$ cat config.mk
export PLATFORM = sky130hd
export DESIGN_NAME = axi_cdc_isolate
export DESIGN_NICKNAME = d
export VERILOG_FILES = /design/src/rtl/axi_cdc_isolate.sv
export SDC_FILE = /design/constraint.sdc
export NUM_CORES = 1
export LEC_CHECK = 0
export CAP_MARGIN = 0
export CORE_AREA = 2 2 138 140
export CTS_BUF_LIST = sky130_fd_sc_hd__clkbuf_2
export DETAILED_ROUTE_END_ITERATION = 16
export DIE_AREA = 0 0 140 142
export SLEW_MARGIN = 0
export SYNTH_ARGS = -nofsm -noshare
export SYNTH_HDL_FRONTEND = slang
export SYNTH_SLANG_ARGS = --single-unit
export TNS_END_PERCENT = 100
$ cat constraint.sdc
create_clock -name clk_i -period 3.15 [get_ports clk_i]
set_input_delay 0.63 -clock clk_i [delete_from_list [all_inputs] [get_ports clk_i]]
set_output_delay 0.63 -clock clk_i [all_outputs]
set_load 0.05 [all_outputs]
$ cat src/rtl/axi_cdc_isolate.sv
// Default AXI4 channel and bundle types, plus the isolation gate that sits
// in the source domain directly in front of the AXI clock-domain crossing.
// Requested isolation blocks new AW/AR, drains every outstanding burst and
// then reports that the crossing and destination may be gated or reset.
// The gate also caps outstanding transactions so the crossing FIFOs never
// hold orphaned bursts.
package axi_cdc_isolate_pkg;

  typedef struct packed {
    logic [3:0]  id;
    logic [31:0] addr;
    logic [7:0]  len;
  } aw_chan_t;

  typedef struct packed {
    logic [31:0] data;
    logic        last;
  } w_chan_t;

  typedef struct packed {
    logic [3:0] id;
    logic [1:0] resp;
  } b_chan_t;

  typedef struct packed {
    logic [3:0]  id;
    logic [31:0] addr;
    logic [7:0]  len;
  } ar_chan_t;

  typedef struct packed {
    logic [3:0]  id;
    logic [31:0] data;
    logic [1:0]  resp;
    logic        last;
  } r_chan_t;

  typedef struct packed {
    aw_chan_t aw;
    logic     aw_valid;
    w_chan_t  w;
    logic     w_valid;
    logic     b_ready;
    ar_chan_t ar;
    logic     ar_valid;
    logic     r_ready;
  } axi_req_t;

  typedef struct packed {
    logic    aw_ready;
    logic    w_ready;
    b_chan_t b;
    logic    b_valid;
    logic    ar_ready;
    r_chan_t r;
    logic    r_valid;
  } axi_resp_t;

endpackage

module axi_cdc_isolate #(
  parameter int unsigned MaxTxn   = 8,
  parameter int unsigned CntWidth = $clog2(MaxTxn + 1),
  parameter type aw_chan_t  = axi_cdc_isolate_pkg::aw_chan_t,
  parameter type w_chan_t   = axi_cdc_isolate_pkg::w_chan_t,
  parameter type b_chan_t   = axi_cdc_isolate_pkg::b_chan_t,
  parameter type ar_chan_t  = axi_cdc_isolate_pkg::ar_chan_t,
  parameter type r_chan_t   = axi_cdc_isolate_pkg::r_chan_t,
  parameter type axi_req_t  = axi_cdc_isolate_pkg::axi_req_t,
  parameter type axi_resp_t = axi_cdc_isolate_pkg::axi_resp_t
) (
  input  logic      clk_i,
  input  logic      rst_ni,
  input  logic      isolate_i,
  output logic      isolated_o,
  input  axi_req_t  slv_req_i,
  output axi_resp_t slv_resp_o,
  output axi_req_t  mst_req_o,
  input  axi_resp_t mst_resp_i
);

  localparam logic [1:0] NORMAL   = 2'd0;
  localparam logic [1:0] DRAIN    = 2'd1;
  localparam logic [1:0] ISOLATED = 2'd2;

  localparam logic [CntWidth-1:0] CntOne = CntWidth'(1);
  localparam logic [CntWidth-1:0] CntMax = CntWidth'(MaxTxn);

  logic [1:0]          state;
  logic [1:0]          state_next;
  logic [CntWidth-1:0] wr_cnt;
  logic [CntWidth-1:0] w_open;
  logic [CntWidth-1:0] rd_cnt;
  logic                aw_hold;
  logic                ar_hold;

  aw_chan_t aw_pl;
  w_chan_t  w_pl;
  b_chan_t  b_pl;
  ar_chan_t ar_pl;
  r_chan_t  r_pl;

  logic aw_gate;
  logic w_gate;
  logic ar_gate;
  logic rsp_gate;
  logic aw_hs;
  logic w_last_hs;
  logic b_hs;
  logic ar_hs;
  logic r_last_hs;
  logic drained;

  // Counters saturate by construction: the AW/AR gates stop increments at
  // MaxTxn, and a simultaneous increment/decrement leaves the count as is.
  function automatic logic [CntWidth-1:0] cnt_step(input logic [CntWidth-1:0] cnt,
                                                   input logic inc,
                                                   input logic dec);
    case ({inc, dec})
      2'b10:   return cnt + CntOne;
      2'b01:   return cnt - CntOne;
      default: return cnt;
    endcase
  endfunction

  // Payloads are never registered; only handshake signals are gated.
  assign aw_pl = slv_req_i.aw;
  assign w_pl  = slv_req_i.w;
  assign ar_pl = slv_req_i.ar;
  assign b_pl  = mst_resp_i.b;
  assign r_pl  = mst_resp_i.r;

  // A held AW/AR keeps its gate open in any state so a presented address is
  // never withdrawn; otherwise new addresses only flow in NORMAL below the cap.
  assign aw_gate  = aw_hold | ((state == NORMAL) & (wr_cnt < CntMax));
  assign ar_gate  = ar_hold | ((state == NORMAL) & (rd_cnt < CntMax));
  // W beats only pass once their AW has been forwarded.
  assign w_gate   = (w_open != '0);
  // Responses are cut only in ISOLATED, where none can be outstanding.
  assign rsp_gate = (state != ISOLATED);

  // Forward the request bundle with gated valids/readies.
  always_comb begin
    mst_req_o          = slv_req_i;
    mst_req_o.aw       = aw_pl;
    mst_req_o.aw_valid = slv_req_i.aw_valid & aw_gate;
    mst_req_o.w        = w_pl;
    mst_req_o.w_valid  = slv_req_i.w_valid & w_gate;
    mst_req_o.b_ready  = slv_req_i.b_ready & rsp_gate;
    mst_req_o.ar       = ar_pl;
    mst_req_o.ar_valid = slv_req_i.ar_valid & ar_gate;
    mst_req_o.r_ready  = slv_req_i.r_ready & rsp_gate;
  end

  // Return the response bundle with gated valids/readies.
  always_comb begin
    slv_resp_o          = mst_resp_i;
    slv_resp_o.aw_ready = mst_resp_i.aw_ready & aw_gate;
    slv_resp_o.w_ready  = mst_resp_i.w_ready & w_gate;
    slv_resp_o.b        = b_pl;
    slv_resp_o.b_valid  = mst_resp_i.b_valid & rsp_gate;
    slv_resp_o.ar_ready = mst_resp_i.ar_ready & ar_gate;
    slv_resp_o.r        = r_pl;
    slv_resp_o.r_valid  = mst_resp_i.r_valid & rsp_gate;
  end

  assign aw_hs     = mst_req_o.aw_valid & mst_resp_i.aw_ready;
  assign w_last_hs = mst_req_o.w_valid & mst_resp_i.w_ready & w_pl.last;
  assign b_hs      = mst_resp_i.b_valid & mst_req_o.b_ready;
  assign ar_hs     = mst_req_o.ar_valid & mst_resp_i.ar_ready;
  assign r_last_hs = mst_resp_i.r_valid & mst_req_o.r_ready & r_pl.last;

  assign drained = (wr_cnt == '0) & (w_open == '0) & (rd_cnt == '0) & ~aw_hold & ~ar_hold;

  // Isolation FSM: dropping isolate_i always returns to NORMAL first.
  always_comb begin
    state_next = state;
    case (state)
      NORMAL: begin
        if (isolate_i) state_next = DRAIN;
      end
      DRAIN: begin
        if (!isolate_i)   state_next = NORMAL;
        else if (drained) state_next = ISOLATED;
      end
      ISOLATED: begin
        if (!isolate_i) state_next = NORMAL;
      end
      default: state_next = NORMAL;
    endcase
  end

  // State register and registered isolation flag.
  always_ff @(posedge clk_i or negedge rst_ni) begin
    if (!rst_ni) begin
      state      <= NORMAL;
      isolated_o <= 1'b0;
    end else begin
      state      <= state_next;
      isolated_o <= (state_next == ISOLATED);
    end
  end

  // Outstanding-transaction counters.
  always_ff @(posedge clk_i or negedge rst_ni) begin
    if (!rst_ni) begin
      wr_cnt <= '0;
      w_open <= '0;
      rd_cnt <= '0;
    end else begin
      wr_cnt <= cnt_step(wr_cnt, aw_hs, b_hs);
      w_open <= cnt_step(w_open, aw_hs, w_last_hs);
      rd_cnt <= cnt_step(rd_cnt, ar_hs, r_last_hs);
    end
  end

  // Remember an address that was presented downstream but not yet accepted.
  always_ff @(posedge clk_i or negedge rst_ni) begin
    if (!rst_ni) begin
      aw_hold <= 1'b0;
      ar_hold <= 1'b0;
    end else begin
      aw_hold <= mst_req_o.aw_valid & ~mst_resp_i.aw_ready;
      ar_hold <= mst_req_o.ar_valid & ~mst_resp_i.ar_ready;
    end
  end

  a_wr_underflow: assert property (@(posedge clk_i) disable iff (!rst_ni)
    !(b_hs && !aw_hs && (wr_cnt == '0)));
  a_w_underflow: assert property (@(posedge clk_i) disable iff (!rst_ni)
    !(w_last_hs && !aw_hs && (w_open == '0)));
  a_rd_underflow: assert property (@(posedge clk_i) disable iff (!rst_ni)
    !(r_last_hs && !ar_hs && (rd_cnt == '0)));
  a_b_orphan: assert property (@(posedge clk_i) disable iff (!rst_ni)
    !(mst_resp_i.b_valid && (wr_cnt == '0)));
  a_r_orphan: assert property (@(posedge clk_i) disable iff (!rst_ni)
    !(mst_resp_i.r_valid && (rd_cnt == '0)));
  a_aw_stable: assert property (@(posedge clk_i) disable iff (!rst_ni)
    (mst_req_o.aw_valid && !mst_resp_i.aw_ready) |=> mst_req_o.aw_valid);
  a_ar_stable: assert property (@(posedge clk_i) disable iff (!rst_ni)
    (mst_req_o.ar_valid && !mst_resp_i.ar_ready) |=> mst_req_o.ar_valid);

endmodule

---- Word-level counts from Yosys, hierarchy flattened ----
Cells that the tools add are included.
operators by class
  add/sub/neg operators ................... 6
  $lt $le $gt $ge ......................... 2
  equality and inequality tests ........... 10
  mux-type cells .......................... 8
  bitwise gates (word level) .............. 31
  reductions and logical operators ........ 8
operators by type and width
  cell                                                  count
  bitwise AND 1 bit                                     25
  one-hot mux 4 bit (2 select lines)                    3
  adder 4 x 1 -> 4 bit (second input constant)          3
  zero test 4 bit                                       3
  subtractor 4 x 1 -> 4 bit (second input constant)     3
  equality test 2 bit (second input constant)           5
  equality test 2 x 1 -> 1 bit (second input constant)  4
  < comparator 4 bit (second input constant)            2
  two-way mux 2 bit                                     4
  one-hot mux 2 bit (3 select lines)                    1
  nonzero test 2 bit                                    3
  inverter 1 bit                                        4
  nonzero test 4 bit                                    1
  zero test 2 bit                                       1
  inequality test 2 bit (second input constant)         1
  bitwise OR 1 bit                                      2
word-level totals
  bits in registers ....................... 17
  input port bits ......................... 179
  output and inout port bits .............. 177
  word-level logic and storage cells ...... 72

---- Depth between registers and ports, before layout ----
Gate-level depths: netlist of run 1.
  word-level depth ........................ 9
  gate-level depth with buffers ........... 8
  gate-level depth less buffers ........... 8

---- Least setup slack after synthesis of run 1 ----
OpenSTA, ideal clock, no wires.
  path kind ............................... input to register
  from .................................... in slv_req_i[47] in the netlist's numbering
  to ...................................... reg w_open[3]
  setup time .............................. 131 ps
  data arrival time ....................... 2873 ps
  required time ........................... 3019 ps
  setup slack ............................. 146 ps
  stages on the path ...................... 7
  buffers on the path ..................... 0
  path through ............................ nor2b_1 > and3_1 > ha_1 > ha_1 > or4b_1 > o311ai_1 > o211ai_1
between the ends
  cells in the longest elaborated chain, start to end .. 5
  elaborated cells on any way between the ends .. 7
  classes of those cells .................. eq/ne (2); mux (1); bitwise (3); reduce/logical (1)
RTL lines
  element                                                                   line  text
  start, declared                                                           76    input axi_req_t slv_req_i,
  bitwise AND 1 bit (*)                                                     148   mst_req_o.w_valid = slv_req_i.w_valid & w_gate;
  bitwise AND 1 bit (*) (2 in series)                                       168   assign w_last_hs = mst_req_o.w_valid & mst_resp_i.w_ready & w_pl.last;
  equality test 2 x 1 -> 1 bit or equality test 2 bit (tied branches)       119   case ({inc, dec})
  one-hot mux 4 bit (2 select lines) or nonzero test 2 bit (tied branches)  n/a
  end signal, assigned                                                      212   w_open <= cnt_step(w_open, aw_hs, w_last_hs);
  end, declared                                                             92    logic [CntWidth-1:0] w_open;
Every way passes the cells marked *; elsewhere a longest branch is shown, timed or not.
A chain may end at the register's enable or synchronous reset.

---- Final worst setup path of run 1 ----
  from .................................... reg w_open[0]
  to ...................................... reg w_open[3]
between the ends
  cells in the longest elaborated chain, start to end .. 6
  elaborated cells on any way between the ends .. 10
  classes of those cells .................. add/sub (2); eq/ne (2); mux (1); bitwise (3); reduce/logical (2)
RTL lines
  element                                                                   line  text
  nonzero test 4 bit                                                        138   assign w_gate = (w_open != '0);
  bitwise AND 1 bit                                                         148
  bitwise AND 1 bit (2 in series)                                           168
  equality test 2 x 1 -> 1 bit or equality test 2 bit (tied branches)       119
  one-hot mux 4 bit (2 select lines) or nonzero test 2 bit (tied branches)  n/a
Several ways; a longest one is shown, not always the timed one.

==> flow_summary_export.csv, run 1 <==
group,metric,value,unit
timing,setup_viol,0,
logic_synthesis,synth_fp_nets,483,
drt,viasPerCell,3.34,
global_routing,grt_pass1_wl,8310,um
clocking,cts_tree,"built",
global_routing,antenna_found_initial,1,
drt,wire_per_inst,14.6,um
logic_synthesis,synth_edf_count,0,
drt,drtIter0Drc,63,
final_layout,multi_input_area,741,um^2
placement,io_buffers,27,
placement,detailed_place_hpwl,4770,um
die,core_area,18500,um^2
die,die_h,142,um
timing,fin_crit,2.85,ns
clocking,root_buffer,"clkbuf_2",
status,status,"finished with violations",
clocking,cts_resized,0,
pwr,p_leak,0.659,nW
logic_synthesis,syn_inst,292,
final_layout,finalNetCount,349,
timing,fmax,0.351,GHz
final_layout,register_area,425,um^2
worst_setup_path,crit_path_end_kind,"flip-flop",
die,ioPinCount,356,
die,initial_core_util,0.135,
logic_synthesis,ys_ff_latch,17,
timing,maxSlewHeadroom,0.488,
global_routing,grt_pass1_vias,1357,
logic_synthesis,yosysTopAreaCell,"buf_4",
final_layout,nFillCells,2109,
worst_setup_path,critPathLaunchType,"flip-flop",
pwr,power-per-cell-area,572,nW/um^2
timing,skew,0.00952,ns
clocking,cts_made_buffers,3,
status,failed_checks,"DRC",
logic_synthesis,seq_area_frac_synth,0.171,
timing,hold_violations,0,
die,fp-row-count,50,
run,maxCapViolations,0,
worst_setup_path,path_max_fanout,6,
logic_synthesis,synth_flop_cell,"dfrtp_1",
die,die_area,19900,um^2
worst_setup_path,arrival,3.05,ns
logic_synthesis,synth_cell_types,32,
timing,grt_setup_unrepaired,"false",
final_layout,syn_to_final_growth,-27.5,%
logic_synthesis,synth_warnings,0,
clocking,cts_sinks,17,
logic_synthesis,synth-async-reset-ratio,1.00,
die,fp.dieW,140,um
logic_synthesis,synth_top_area_frac,0.501,
global_routing,grt_overflow,0,
timing,finalCritPeriodShare,0.904,
drt,wirelength,5740,um
global_routing,grt.total_usage,0.0571,
clocking,clk_pin_slew,0.17,ns
logic_synthesis,avgSynthCellArea,8.52,um^2
timing,setup_tns,0,ns
logic_synthesis,synth_area_leaders,"buf_4 (50%), dfrtp_1 (17%), ha_1 (4.5%), nor3b_1 (2.7%), fa_1 (2.4%)",
worst_setup_path,critPathKind,"flip-flop to flip-flop",
drt,vias,1308,
logic_synthesis,syn_area,2490,um^2
clocking,clock_path_buffers,2,
clocking,post-cts-setup-buffer-count,0,
clocking,cts_max_level,1,
logic_synthesis,yosysMostFrequentCell,"buf_4",
clocking,clkLatencyLatePin,0.31,ns
drt,firstDrtPassIters,11,
placement,gp_congestion,0.721,
drt,drc_errors,23,
worst_hold_path,hp-class,"flip-flop to flip-flop",
drt,ant_nets,0,
pwr,peakVddDrop,0.104,mV
logic_synthesis,synth_common_cells,"buf_4 (166), dfrtp_1 (17), inv_1 (13)",
timing,worst_slew_pin_slew,0.766,ns
clocking,holdBufCountCts,0,
global_routing,grt_max_degree,18,
pwr,finalPower,1.03,mW
final_layout,layout-drive-gt1-share,0.115,
worst_setup_path,cp.required,3.35,ns
timing,slew_viol_final,0,
-- sequential cells by signal, indices dropped and copies added, names as in the netlist --
signal,cells
rd_cnt,4
isolated_o,1
w_open,4
wr_cnt,4
ar_hold,1
aw_hold,1
state,2
-- final timing paths --
kind	from	cells past startpoint	endpoint	slack [ns]
setup reg to reg	w_open[0]$_DFFE_PN0P_	9	w_open[3]$_DFFE_PN0P_	0.30
min in group asynchronous	rst_ni	1	wr_cnt[1]$_DFFE_PN0P_	0.74
setup / recovery	w_open[0]$_DFFE_PN0P_	9	w_open[3]$_DFFE_PN0P_	0.30
max in group asynchronous	rst_ni	1	state[1]$_DFF_PN0_	1.93
hold reg to reg	wr_cnt[2]$_DFFE_PN0P_	2	wr_cnt[2]$_DFFE_PN0P_	0.55
hold / removal	wr_cnt[2]$_DFFE_PN0P_	2	wr_cnt[2]$_DFFE_PN0P_	0.55
-- cell type report --
class | instances | share of cell area
clock buffers | 3 | 0.00832
well taps | 234 | 0.162
inverters | 13 | 0.0270
multi-input cells | 93 | 0.410
diodes | 1 | 0.00139
repair buffers | 30 | 0.152
clock inverters | 1 | 0.00277
flip-flops and latches | 17 | 0.236
-- power breakdown --
group | internal, mW | switching [mW] | total [mW]
Sequential | 0.297 | 0.102 | 0.399
Combinational | 0.237 | 0.295 | 0.532
Clock | 0.0287 | 0.0722 | 0.101
Total | 0.562 | 0.470 | 1.03
-- metal layers --
metal / part of all wire / vias up / GRT usage
met5: 0 / - / 0
li1: - / 521 / -
met2: 0.44 / 154 / 0.0775
met1: 0.30 / 555 / 0.0510
met4: 0.10 / 0 / 0.0787
met3: 0.16 / 78 / 0.0343
-- cell families after synthesis --
logic type,share of synthesized area
buffers and inverters,0.531
and+or+nand+nor,0.115
AOI/OAI and AO/OA,0.0704
DFF,0.171
adders and majority gates,0.0694
xor gates and xnor gates,0.0211
muxes,0.0216
-- cell usage in the layout, fill, tap and decap left out, drive strengths merged --
cell,instances
o21ai,4
mux2i,2
clkdlybuf4s50,20
diode,1
nand2,6
mux2,3
or4b,3
ha,9
nand3,6
nand4,1
o21a,4
fa,3
nor2b,5
nand2b,2
o211ai,3
buf,10
nor3,3
dfrtp,17
xnor2,3
clkbuf,3
o311ai,3
clkinv,1
xor2,3
nor3b,9
and3,3
a2111o,3
nor4,2
inv,13
o22ai,2
a21oi,6
nor4b,1
and2,4
-- worst max-delay path, stage by stage, from the launching register on --
cell and delay, ns:
dfrtp_1 0.48, nor4_2 0.46, buf_4 0.20, nor2b_1 0.05, and3_1 0.21, ha_1 0.25, ha_1 0.36, or4b_1 0.53
o311ai_1 0.11, o211ai_1 0.11
-- through the flow --
step / area (um^2) / cells / util / hold slack [ns] / setup WS [ns]
3_5_place_dp: 1780 / 387 / 0.0966 / 0.515 / 0.186
3_3_place_gp: 1780 / 387 / 0.0966 / 0.516 / 0.241
5_1_grt: 1810 / 392 / 0.0978 / 0.585 / 0.179
4_1_cts: 1800 / 391 / 0.0977 / 0.555 / 0.234
6_report: 1810 / 392 / 0.0978 / 0.552 / 0.302
2_1_floorplan: 2490 / 292 / - / 0.334 / 0.146
No activity file was read; power rests on OpenSTA's default activity.
==> run 2, diff against run 1 <==
--- a/config.mk
+++ b/config.mk
@@ -8,6 +8,7 @@
 export CAP_MARGIN = 0
 export CORE_AREA = 2 2 138 140
 export CTS_BUF_LIST = sky130_fd_sc_hd__clkbuf_2
+export CTS_CLUSTER_SIZE = 40
 export DETAILED_ROUTE_END_ITERATION = 16
 export DIE_AREA = 0 0 140 142
 export SLEW_MARGIN = 0
==> results of run 2 <==
Same layout as run 1: the final DEF is identical, and so are final timing and power.
